### config.mk
export PLATFORM = sky130hd
export DESIGN_NAME = adder_measure_ctrl
export DESIGN_NICKNAME = d
export VERILOG_FILES = /design/src/rtl/adder_measure_ctrl.sv
export SDC_FILE = /design/constraint.sdc
export NUM_CORES = 1
export LEC_CHECK = 0
export CELL_PAD_IN_SITES_DETAIL_PLACEMENT = 1
export CELL_PAD_IN_SITES_GLOBAL_PLACEMENT = 1
export CORE_MARGIN = 10
export CORE_UTILIZATION = 43
export DETAILED_ROUTE_END_ITERATION = 6
export PLACE_DENSITY = 0.83
export SETUP_SLACK_MARGIN = 0.02
export SYNTH_ARGS = -nofsm -noshare
export SYNTH_HDL_FRONTEND = slang
export SYNTH_SLANG_ARGS = --single-unit
### constraint.sdc
create_clock -name wb_clk_i -period 10.2 [get_ports wb_clk_i]
set_clock_uncertainty 0.05 [all_clocks]
set_input_delay 3.06 -clock wb_clk_i [delete_from_list [all_inputs] [get_ports wb_clk_i]]
set_output_delay 3.06 -clock wb_clk_i [all_outputs]
set_load 0.01 [all_outputs]
### src/rtl/adder_measure_ctrl.sv
// ============================================================================
// Module   : adder_measure_ctrl
// Purpose  : Sequences one oscillation measurement of the instrumented adder.
// Revision : 1.0 - initial release
// ============================================================================
`default_nettype none

module adder_measure_ctrl #(
    parameter int CNT_W         = 32,
    parameter int WIN_W         = 16,
    parameter int SETTLE_CYCLES = 4
) (
    input  logic             wb_clk_i,
    input  logic             wb_rst_n,
    input  logic             start,
    input  logic             abort,
    input  logic [31:0]      cfg_a,
    input  logic [31:0]      cfg_b,
    input  logic [WIN_W-1:0] cfg_window,
    input  logic             chain_out,
    input  logic [31:0]      adder_sum,
    output logic [31:0]      adder_a,
    output logic [31:0]      adder_b,
    output logic             adder_run,
    output logic             busy,
    output logic             done,
    output logic [CNT_W-1:0] result_count,
    output logic [31:0]      result_sum,
    output logic             count_ovf
);

    localparam int c_set_w = (SETTLE_CYCLES <= 2) ? 1 : $clog2(SETTLE_CYCLES);

    localparam logic [2:0] c_idle    = 3'd0;
    localparam logic [2:0] c_load    = 3'd1;
    localparam logic [2:0] c_settle  = 3'd2;
    localparam logic [2:0] c_run     = 3'd3;
    localparam logic [2:0] c_capture = 3'd4;
    localparam logic [2:0] c_done    = 3'd5;

    localparam logic [CNT_W-1:0]   c_cnt_max  = '1;
    localparam logic [CNT_W-1:0]   c_cnt_one  = CNT_W'(1);
    localparam logic [WIN_W-1:0]   c_win_one  = WIN_W'(1);
    localparam logic [c_set_w-1:0] c_set_one  = c_set_w'(1);
    localparam logic [c_set_w-1:0] c_set_load = c_set_w'(SETTLE_CYCLES - 1);

    logic [2:0]         r_state;
    logic               r_sync1;
    logic               r_sync2;
    logic               r_sync3;
    logic [31:0]        r_op_a;
    logic [31:0]        r_op_b;
    logic [WIN_W-1:0]   r_window;
    logic [c_set_w-1:0] r_settle_cnt;
    logic [WIN_W-1:0]   r_win_cnt;
    logic [CNT_W-1:0]   r_count;
    logic               r_ovf;
    logic [31:0]        r_adder_a;
    logic [31:0]        r_adder_b;
    logic               r_run;
    logic               r_busy;
    logic               r_done;
    logic [CNT_W-1:0]   r_result_count;
    logic [31:0]        r_result_sum;
    logic               r_count_ovf;

    logic               w_edge;

    assign w_edge = r_sync2 & ~r_sync3;

    always_ff @(posedge wb_clk_i or negedge wb_rst_n) begin
        if (!wb_rst_n) begin
            r_state        <= c_idle;
            r_sync1        <= 1'b0;
            r_sync2        <= 1'b0;
            r_sync3        <= 1'b0;
            r_op_a         <= '0;
            r_op_b         <= '0;
            r_window       <= '0;
            r_settle_cnt   <= '0;
            r_win_cnt      <= '0;
            r_count        <= '0;
            r_ovf          <= 1'b0;
            r_adder_a      <= '0;
            r_adder_b      <= '0;
            r_run          <= 1'b0;
            r_busy         <= 1'b0;
            r_done         <= 1'b0;
            r_result_count <= '0;
            r_result_sum   <= '0;
            r_count_ovf    <= 1'b0;
        end else begin
            r_sync1 <= chain_out;
            r_sync2 <= r_sync1;
            r_sync3 <= r_sync2;
            r_done  <= 1'b0;

            if (abort && (r_state != c_idle)) begin
                r_state <= c_idle;
                r_run   <= 1'b0;
                r_busy  <= 1'b0;
            end else begin
                case (r_state)
                    c_idle: begin
                        // abort in IDLE also masks a simultaneous start
                        if (start && !abort) begin
                            r_op_a   <= cfg_a;
                            r_op_b   <= cfg_b;
                            r_window <= cfg_window;
                            r_count  <= '0;
                            r_ovf    <= 1'b0;
                            r_busy   <= 1'b1;
                            r_state  <= c_load;
                        end
                    end
                    c_load: begin
                        r_adder_a    <= r_op_a;
                        r_adder_b    <= r_op_b;
                        r_settle_cnt <= c_set_load;
                        r_run        <= 1'b1;
                        r_state      <= c_settle;
                    end
                    c_settle: begin
                        if (r_settle_cnt == '0) begin
                            if (r_window == '0) begin
                                r_run   <= 1'b0;
                                r_state <= c_capture;
                            end else begin
                                r_win_cnt <= r_window - c_win_one;
                                r_state   <= c_run;
                            end
                        end else begin
                            r_settle_cnt <= r_settle_cnt - c_set_one;
                        end
                    end
                    c_run: begin
                        // ovf records an edge lost because the counter was full
                        if (w_edge) begin
                            if (r_count == c_cnt_max) begin
                                r_ovf <= 1'b1;
                            end else begin
                                r_count <= r_count + c_cnt_one;
                            end
                        end
                        if (r_win_cnt == '0) begin
                            r_run   <= 1'b0;
                            r_state <= c_capture;
                        end else begin
                            r_win_cnt <= r_win_cnt - c_win_one;
                        end
                    end
                    c_capture: begin
                        r_result_count <= r_count;
                        r_result_sum   <= adder_sum;
                        r_count_ovf    <= r_ovf;
                        r_done         <= 1'b1;
                        r_state        <= c_done;
                    end
                    c_done: begin
                        r_busy  <= 1'b0;
                        r_state <= c_idle;
                    end
                    default: begin
                        r_run   <= 1'b0;
                        r_busy  <= 1'b0;
                        r_state <= c_idle;
                    end
                endcase
            end
        end
    end

    assign adder_a      = r_adder_a;
    assign adder_b      = r_adder_b;
    assign adder_run    = r_run;
    assign busy         = r_busy;
    assign done         = r_done;
    assign result_count = r_result_count;
    assign result_sum   = r_result_sum;
    assign count_ovf    = r_count_ovf;

endmodule

`default_nettype wire

Yosys cells after proc, flatten, opt, wreduce, memory -nomap -nowiden
Index checks and enable logic that the tools add are counted.

Bitwise operators: 3. Equal/unequal tests: 20. Mux-type cells: 30. Reduce and logical (&&, ||, !) cells: 23. Add/sub/neg operators: 4.

Operator list (number): 32-bit 2-to-1 mux (3); 32-bit one-hot mux with 2 select lines (1); 16-bit 2-to-1 mux (3); 32-bit by 1-bit adder with 32-bit output (second input constant) (1); 32-bit == test (second input constant) (1); 16-bit zero test (2); 16-bit one-hot mux with 2 select lines (1); 16-bit by 1-bit subtractor with 16-bit output (second input constant) (2); 2-bit inequality test (second input constant) (8); 3-bit 2-to-1 mux (5); 3-bit one-hot mux with 5 select lines (1); 5-bit AND reduction (3); 3-bit inequality test (second input constant) (4); 1-bit 2-to-1 mux (11); 3-bit AND reduction (3); 3-bit by 2-bit == test with 1-bit output (second input constant) (2); 3-bit == test (second input constant) (2); 2-bit AND reduction (3); 2-bit nonzero test (3); 2-bit by 1-bit inequality test with 1-bit output (second input constant) (2); 1-bit one-hot mux with 2 select lines (2); 1-bit one-hot mux with 4 select lines (1); 2-bit one-hot mux with 2 select lines (1); 4-bit AND reduction (1); 12 further kinds (14).

Output and inout port bits: 132. Bits of input ports: 117. Logic and storage cells: 99. Flip-flop bits (word level): 269.

Depth between registers and ports, before layout
Gate-level depths: netlist of run 1.

Depth after elaboration: 5. Mapped depth: 15.

Worst setup path before layout of run 1
OpenSTA, ideal clock, no wires.

Path type: input-to-reg. Start point: input abort. End point: register r_count[30]. Data arrival time: 4.447 ns. Setup slack: 5.625 ns. Stages on the path: 5. Setup time: 0.078 ns. Path through: nor2_1 > nand3_1 > a2111o_1 > or4b_1 > a21oi_1.

Longest elaborated chain between the ends: 4.

RTL lines: from (decl) (line 16) `input logic abort,`; 1-bit zero test (line 106) `if (start && !abort) begin`; 1-bit logical AND (line 106); 2-bit inequality test (no line); 5-bit AND reduction (no line) (*); to (signal assigned) (line 142) `r_count <= r_count + c_cnt_one;`; to (decl) (line 56) `logic [CNT_W-1:0] r_count;`.

Every way passes the cells marked *; elsewhere a longest branch is shown, timed or not. A chain may end at the register's enable or synchronous reset.

Worst setup path in the final report of run 1
Start point: input abort. End point: register r_count[8].

Same word-level chain as after synthesis.

==> results.json, run 1 <==
{
  "path_buf_inv": 3,
  "hp-class": "reg2reg",
  "pre_cts_ws_ps": 3770,
  "grt_overflow": 0,
  "crit_required_ps": 10630,
  "final_antenna_net_count": 0,
  "grt_pass1_vias": 10495,
  "clock_sinks": 269,
  "synthArstFlopShare": 1.00,
  "yosysTopAreaCellShare": 0.573,
  "wire_per_inst_um": 22.2,
  "rows": 60,
  "synth.distinct_cells": 68,
  "drtIter0Drc": 546,
  "gr-usage-all-layers": 0.214,
  "vias": 9421,
  "p_leak_nw": 7.01,
  "cap_violations": 0,
  "cp_slowest_stage_delay_ps": 760,
  "setup_viol": 0,
  "drv_slew": 0,
  "ys_seq_area_frac": 0.573,
  "ys_warn_count": 0,
  "run_status": "finished clean",
  "crit_fanout": 63,
  "finalCritPeriodShare": 0.582,
  "synth-main-ff-cell": "dfrtp_1",
  "area_delta_synth_final_pct": 32.8,
  "cts_root_buf": "clkbuf_16",
  "antenna_found_initial": 1,
  "synth_area_um2": 11700,
  "clk_path_buf_depth": 3,
  "cts_tree": "done",
  "startpoint_type": "input pin",
  "fmax_mhz": 168,
  "synth_edf_count": 0,
  "finalHoldViolCount": 0,
  "path_class": "in2reg",
  "dieWidth_um": 185,
  "drive_gt1_frac": 0.156,
  "crit_chain": "clkdlybuf4s50_1, nor2_1, and3_4, buf_4, nor2_1, buf_4, or4_1, a21oi_1",
  "clock_latency_ps": 570,
  "ys_top_cells_by_count": "nand2_1 (288), dfrtp_1 (269), mux2_2 (130), a21oi_1 (44), clkbuf_1 (32)",
  "wl_mm": 37.3,
  "yosys.area.top_type": "dfrtp_1",
  "period_needed_ps": 5940,
  "place.gp.congestion": 0.812,
  "worst_slack_ps": 4260,
  "num_io_pins": 249,
  "initial_utilization": 0.437,
  "portBuffers": 248,
  "vdd_drop_max_uv": 177,
  "slew_headroom": 0.250,
  "critical_path_depth": 8,
  "worst_hold_path.num_cells": 0,
  "cts_resized": 0,
  "dpl.hpwl_mm": 24.1,
  "core_um2": 26900,
  "via_per_inst": 5.60,
  "fin_tns_setup_ps": 0,
  "arrival_ps": 6370,
  "syn_inst": 1088,
  "path_clk_slew_ps": 60,
  "synth-seq-cells": 269,
  "powerDensity_nw_per_um2": 261,
  "cts_hold_buf": 0,
  "syn-num-nets": 1208,
  "layout.nets": 1436,
  "cp_top_family": "simple AND/OR/NAND/NOR gates",
  "postCtsSetupRepairBufs": 0,
  "crit_slowest_cell": "and3_4",
  "firstDrtPassIters": 4,
  "synth.most_common_cell": "nand2_1",
  "drc": 0,
  "cts_buffers": 30,
  "synthTopCellsByArea": "dfrtp_1 (57%), mux2_2 (12%), nand2_1 (9.2%)",
  "worst_pin_slew_ps": 1130,
  "grt_pass1_wl_mm": 59.2,
  "grt_max_degree": 172,
  "r2r_cells": 7,
  "rsz0062_at_grt": "no",
  "h-tree-depth": 1,
  "avgSynthCellArea_um2": 10.8,
  "die_y_um": 185,
  "end_kind": "flip-flop",
  "design.die.area_um2": 34300
}
==> final cells by class <==
cell class	instances	area [µm²]
clock inverter	16	219
antenna	1	2.50
inverter	12	45.0
fill	2783	11300
sequential	269	6730
multi-input combinational	746	4730
tap	341	427
clock buffer	40	868
timing repair buffer	257	2570
==> flip-flops by register name, summed over array words and instances, names as in the netlist <==
register,cells
adder_a,32
adder_b,32
adder_run,1
busy,1
count_ovf,1
done,1
r_count,32
r_op_a,32
r_op_b,32
r_ovf,1
r_settle_cnt,2
r_state,3
r_sync1,1
r_sync2,1
r_sync3,1
r_win_cnt,16
r_window,16
result_count,32
result_sum,32
==> per-layer routing <==
layer	vias to the layer above	global-route usage	part of all wire
li1	4287	-	-
met2	257	0.377	0.51
met5	-	0	0
met1	4824	0.243	0.39
met4	0	0.0562	0.023
met3	53	0.0717	0.082
==> worst reg2reg max path: stages, from the launching register on <==
cell and delay [ps]:
dfrtp_1 510, nor2_1 400, and3_4 760, buf_4 670, nor2_1 120, buf_4 230, or4_1 500, a21oi_1 160
==> layout by cell type, fill, tap and decap left out, types with 11 or more instances in the layout <==
cell type / netlist / final
nand2_1: 288 / 288
dfrtp_1: 269 / 269
clkdlybuf4s50_1: 0 / 247
mux2_2: 130 / 130
a21oi_1: 44 / 44
nor2_1: 31 / 31
clkbuf_16: 0 / 30
nor3_1: 19 / 19
o31ai_1: 17 / 17
nand4_1: 14 / 14
or4_1: 14 / 14
nand3_1: 14 / 13
o21ai_1: 13 / 13
nor4_1: 12 / 12
o21ai_0: 12 / 12
inv_1: 11 / 11
mux2i_1: 11 / 11
==> worst paths after layout <==
kind | startpoint | to | slack [ps]
min reg2reg | r_sync1$_DFF_PN0_ | r_sync2$_DFF_PN0_ | 320
max | abort | r_count[8]$_DFFE_PN0P_ | 4260
max in group asynchronous | wb_rst_n | result_sum[27]$_DFFE_PN0P_ | 6260
max reg2reg | r_state[0]$_DFFE_PN0P_ | r_count[8]$_DFFE_PN0P_ | 6730
min in group asynchronous | wb_rst_n | r_op_b[9]$_DFFE_PN0P_ | 2450
min | r_sync1$_DFF_PN0_ | r_sync2$_DFF_PN0_ | 320
==> cell families after synthesis <==
family | after synthesis | share of synthesized area
buffers and inverters | 73 | 0.0265
AO/OA/AOI/OAI | 149 | 0.0858
XOR/XNOR | 1 | 0.000746
flip-flops | 269 | 0.573
AND/OR/NAND/NOR | 451 | 0.175
adder cells (fa/ha/maj) | 3 | 0.00320
multiplexers | 142 | 0.135
==> metrics by stage <==
stage / util / total power (W) / cell area [µm²] / cells / hold WS, ps
floorplan: - / 0.00227 / 11700 / 1088 / 281
finish: 0.580 / 0.00408 / 15600 / 1682 / 316
CTS: 0.580 / 0.00412 / 15600 / 1681 / 322
detailed placement: 0.540 / 0.00290 / 14500 / 1625 / 304
global placement: 0.540 / 0.00282 / 14500 / 1625 / 289
global route: 0.580 / 0.00432 / 15600 / 1681 / 338
==> power by group <==
group | total (W) | leakage [nW] | internal, W | switching (W)
clock | 0.00118 | 0.542 | 0.000723 | 0.000461
combinational | 0.00122 | 2.99 | 0.000626 | 0.000594
sequential | 0.00167 | 3.48 | 0.00141 | 0.000265
No activity file was read; power rests on OpenSTA's default activity.
==> run 2: changes to the inputs <==
- CORE_UTILIZATION: 43 -> 40
- PLACE_DENSITY: 0.83 -> 0.77
- clock period: 10.2 -> 5.5 ns (I/O delays scaled with it)
==> run 2 against run 1 <==
Sequential share of layout area about the same. Sequential power increased by 84%. Power increased by 80%. Flip-flop and latch count unchanged. Largest power group unchanged.
==> results.json, run 2 (synthesis gave the netlist of run 1 again) <==
{
  "run_status": "finished clean",
  "setup_viol": 0,
  "finalHoldViolCount": 0,
  "grt_pass1_vias": 9928,
  "arrival_ps": 4110,
  "crit_fanout": 34,
  "crit_required_ps": 5890,
  "dieWidth_um": 191,
  "die_y_um": 191,
  "clock_latency_ps": 560,
  "cts_hold_buf": 0,
  "layout.nets": 1437,
  "via_per_inst": 5.32,
  "power.share.sequential": 0.419,
  "path_clk_slew_ps": 60,
  "fmax_mhz": 269,
  "cap_violations": 0,
  "path_class": "in2reg",
  "startpoint_type": "input pin",
  "design.die.area_um2": 36600,
  "final_antenna_net_count": 0,
  "comb_power_share": 0.304,
  "final_common_cell": "nand2_1",
  "period_needed_ps": 3720,
  "portBuffers": 248,
  "hp-class": "reg2reg",
  "rows": 62,
  "clkPwrFrac": 0.277,
  "p_sw_w": 0.00235,
  "vdd_drop_max_uv": 269,
  "rsz0062_at_grt": "no",
  "cts_resized": 0,
  "wire_per_inst_um": 19.7,
  "vias": 9167,
  "powerDensity_nw_per_um2": 471,
  "firstDrtPassIters": 4,
  "p_leak_nw": 6.98,
  "clock_sinks": 269,
  "place.gp.congestion": 0.816,
  "num_io_pins": 249,
  "dpl.hpwl_mm": 23.0,
  "fill_cells": 3094,
  "drive_gt1_frac": 0.152,
  "cts_tree": "done",
  "fin_tns_setup_ps": 0,
  "drtIter0Drc": 507,
  "worst_pin_slew_ps": 1100,
  "grt_overflow": 0,
  "hold_slack_ps": 312,
  "internal_power_w": 0.00499,
  "antenna_cells": 0,
  "postCtsSetupRepairBufs": 0,
  "end_kind": "flip-flop",
  "clk_path_buf_depth": 3,
  "mostFrequentLayoutCells": "nand2_1 (288), dfrtp_1 (269), clkdlybuf4s50_1 (247)",
  "area_delta_synth_final_pct": 32.8,
  "initial_utilization": 0.407,
  "core_um2": 28900,
  "drc": 0,
  "h-tree-depth": 1,
  "slew_headroom": 0.267,
  "drv_slew": 0,
  "cts_root_buf": "clkbuf_16",
  "antenna_found_initial": 1,
  "p_sw_frac": 0.321,
  "grt_pass1_wl_mm": 54.8,
  "wl_mm": 34.0,
  "cts_buffers": 30,
  "final_util": 0.540,
  "finalCritPeriodShare": 0.676,
  "grt_max_degree": 136,
  "gr-usage-all-layers": 0.182
}
## run 2: final timing paths
path / slack [ps] / endpoint / cells after the start / from
max reg2reg: 2210 / r_win_cnt[12]$_DFFE_PN0P_ / 8 / r_state[2]$_DFFE_PN0P_
min: 310 / r_sync2$_DFF_PN0_ / 0 / r_sync1$_DFF_PN0_
min reg2reg: 310 / r_sync2$_DFF_PN0_ / 0 / r_sync1$_DFF_PN0_
max in group asynchronous: 3210 / result_count[13]$_DFFE_PN0P_ / 2 / wb_rst_n
min in group asynchronous: 1180 / r_op_b[18]$_DFFE_PN0P_ / 1 / wb_rst_n
max: 1780 / r_count[0]$_DFFE_PN0P_ / 6 / abort
## run 2: through the flow
stage / cell area, µm² / power (W) / worst slack, ps / instances
after floorplan: 11700 / 0.00421 / 2060 / 1088
after global placement: 14600 / 0.00524 / 1310 / 1669
after detailed placement: 14600 / 0.00535 / 1210 / 1669
after CTS: 15600 / 0.00745 / 1790 / 1723
after global routing: 15600 / 0.00782 / 1580 / 1723
final: 15600 / 0.00734 / 1780 / 1723
## run 2: final cells by class
class / instances / area [µm²] / area share
clock inverters: 9 / 126 / 0.00810
clock buffers: 45 / 897 / 0.0575
repair buffers: 258 / 2590 / 0.166
flip-flops and latches: 269 / 6730 / 0.432
multi-input cells: 746 / 4730 / 0.303
well taps: 384 / 480 / 0.0308
inverters: 12 / 45.0 / 0.00289
## run 2: layer usage
layer / vias to the layer above / GRT usage / share of wire
li1: 4286 / - / -
met1: 4680 / 0.219 / 0.41
met2: 165 / 0.311 / 0.50
met3: 34 / 0.0618 / 0.074
met4: 2 / 0.0367 / 0.016
met5: - / 0 / 0.00038
## run 2: power by group through the flow
stage	Combinational [W]	Clock [W]	Sequential, W
CTS	0.00228	0.00209	0.00308
global placement	0.00218	0	0.00306
global route	0.00247	0.00218	0.00317
floorplan	0.00112	0	0.00309
finish	0.00223	0.00204	0.00307
detailed placement	0.00225	0	0.00310
## run 2: worst max-delay path: stages
cell and delay (ps):
clkdlybuf4s50_1 570, nor2_1 150, and3_4 330, nor2_1 880
nor2_1 150, mux2_1 350
==> run 3: changes to the inputs <==
- clock period: 5.5 -> 3.6 ns (I/O delays scaled with it)
==> run 3 against run 2 <==
Clock power rose by 58%. Count of clock-buffer cells in the layout fell by 4. Setup slack worse by 1400 ps. First-iteration DRC count is 5.5% higher. Combinational power up 56%. Non-clock buffer count grew 11. Final area is 0.99% higher. Die area unchanged. Register-to-register slack lost 1900 ps. Flip-flop and latch count unchanged. Global-route usage increased by 0.40 points. Highest routed layer unchanged.
==> results.json, run 3 (synthesis gave the netlist of run 1 again) <==
{
  "p_leak_nw": 7.06,
  "cp_slowest_stage_delay_ps": 500,
  "grt_pass1_vias": 10102,
  "layout.nets": 1449,
  "die_y_um": 191,
  "antenna_cells": 0,
  "crit_chain": "and3b_1, mux2i_1, ha_1, or3b_2, nor3_2, or2_1, a211oi_1, a2111oi_1",
  "cts_root_buf": "clkbuf_16",
  "drive_gt1_frac": 0.160,
  "dieWidth_um": 191,
  "finalCritPeriodShare": 0.905,
  "setup_viol": 0,
  "dpl.hpwl_mm": 23.8,
  "fill_cells": 3095,
  "final_util": 0.546,
  "regArea_um2": 6730,
  "period_needed_ps": 3260,
  "startpoint": "r_state[1]$_DFFE_PN0P_",
  "crit_slowest_cell": "and3b_1",
  "gr-usage-all-layers": 0.186,
  "design.die.area_um2": 36600,
  "cap_violations": 0,
  "startpoint_type": "flip-flop",
  "area_delta_synth_final_pct": 34.1,
  "drtIter0Drc": 535,
  "grt_overflow": 0,
  "path_clk_slew_ps": 60,
  "finalHoldViolCount": 0,
  "clock_latency_ps": 570,
  "wl_mm": 34.7,
  "r2r-end": "r_win_cnt[12]$_DFFE_PN0P_",
  "arrival_ps": 3650,
  "place.gp.congestion": 0.835,
  "h-tree-depth": 1,
  "initial_utilization": 0.407,
  "clk_path_buf_depth": 3,
  "cts_buffers": 31,
  "cts_resized": 0,
  "mostFrequentLayoutCells": "nand2_1 (288), dfrtp_1 (269), clkdlybuf4s50_1 (247)",
  "final_common_cell": "nand2_1",
  "r2r_cells": 8,
  "r2r_slack_ps": 340,
  "wire_per_inst_um": 20.0,
  "drv_slew": 0,
  "vdd_drop_max_uv": 491,
  "worst_pin_slew_ps": 1070,
  "rows": 62,
  "cts_tree": "done",
  "crit_fanout": 9,
  "cts_hold_buf": 0,
  "antenna_found_initial": 3,
  "stdcell_area_um2": 15700,
  "grt_max_degree": 92,
  "hold_slack_ps": 301,
  "path_class": "reg2reg",
  "portBuffers": 248,
  "fmax_mhz": 307,
  "r2r-start": "r_state[1]$_DFFE_PN0P_",
  "placed_area_um2": 14700,
  "power.total_w": 0.0114,
  "cp-endpoint": "r_win_cnt[12]$_DFFE_PN0P_",
  "vias": 9282,
  "rsz0062_at_grt": "no",
  "via_per_inst": 5.34,
  "clock_sinks": 269,
  "crit_required_ps": 3990,
  "end_kind": "flip-flop",
  "drc": 0,
  "postCtsSetupRepairBufs": 0,
  "core_um2": 28900,
  "final_antenna_net_count": 0,
  "hp-class": "reg2reg",
  "multiInputGateArea_um2": 4730,
  "slew_headroom": 0.285,
  "powerDensity_nw_per_um2": 723,
  "run_status": "finished clean",
  "firstDrtPassIters": 4,
  "fin_tns_setup_ps": 0,
  "num_io_pins": 249,
  "grt_pass1_wl_mm": 55.5
}
==> run 3: final cells by class <==
| cell class | instances | area share |
|---|---|---|
| Clock buffer | 41 | 0.0536 |
| Clock inverter | 16 | 0.0128 |
| Inverter | 12 | 0.00286 |
| Multi-Input combinational cell | 746 | 0.300 |
| Sequential cell | 269 | 0.427 |
| Tap cell | 384 | 0.0305 |
| Timing Repair Buffer | 269 | 0.173 |
==> run 3: worst min-delay path by stage <==
stage,startpoint,cells after the start,to
floorplan,r_sync1$_DFF_PN0_,0,r_sync2$_DFF_PN0_
global placement,r_sync1$_DFF_PN0_,0,r_sync2$_DFF_PN0_
detailed placement,r_sync1$_DFF_PN0_,0,r_sync2$_DFF_PN0_
CTS,r_sync1$_DFF_PN0_,0,r_sync2$_DFF_PN0_
global route,r_sync1$_DFF_PN0_,0,r_sync2$_DFF_PN0_
finish,r_sync1$_DFF_PN0_,0,r_sync2$_DFF_PN0_
==> run 3: layer usage <==
| metal | track usage | share of wire | vias to the layer above |
|---|---|---|---|
| li1 | - | - | 4320 |
| met1 | 0.220 | 0.41 | 4724 |
| met2 | 0.320 | 0.50 | 196 |
| met3 | 0.0630 | 0.075 | 38 |
| met4 | 0.0421 | 0.018 | 4 |
| met5 | 0 | 0.00078 | - |
==> run 3: power breakdown <==
| part | switching (W) | internal (W) |
|---|---|---|
| sequential | 0.000705 | 0.00399 |
| combinational | 0.00166 | 0.00182 |
| clock | 0.00128 | 0.00194 |
==> run 3: through the flow <==
| step | worst slack, ps | instances |
|---|---|---|
| floorplan | 157 | 1088 |
| global placement | 256 | 1680 |
| detailed placement | 198 | 1680 |
| CTS | 348 | 1737 |
| global route | 165 | 1737 |
| finish | 343 | 1737 |
==> run 3: worst max-delay path, delay by kind of cell (launching register included) <==
kind | cells | cell delay [ps]
and+or+nand+nor | 4 | 1630
DFF | 1 | 490
AOI/OAI and AO/OA | 2 | 480
muxes | 1 | 280
adders and majority gates | 1 | 200
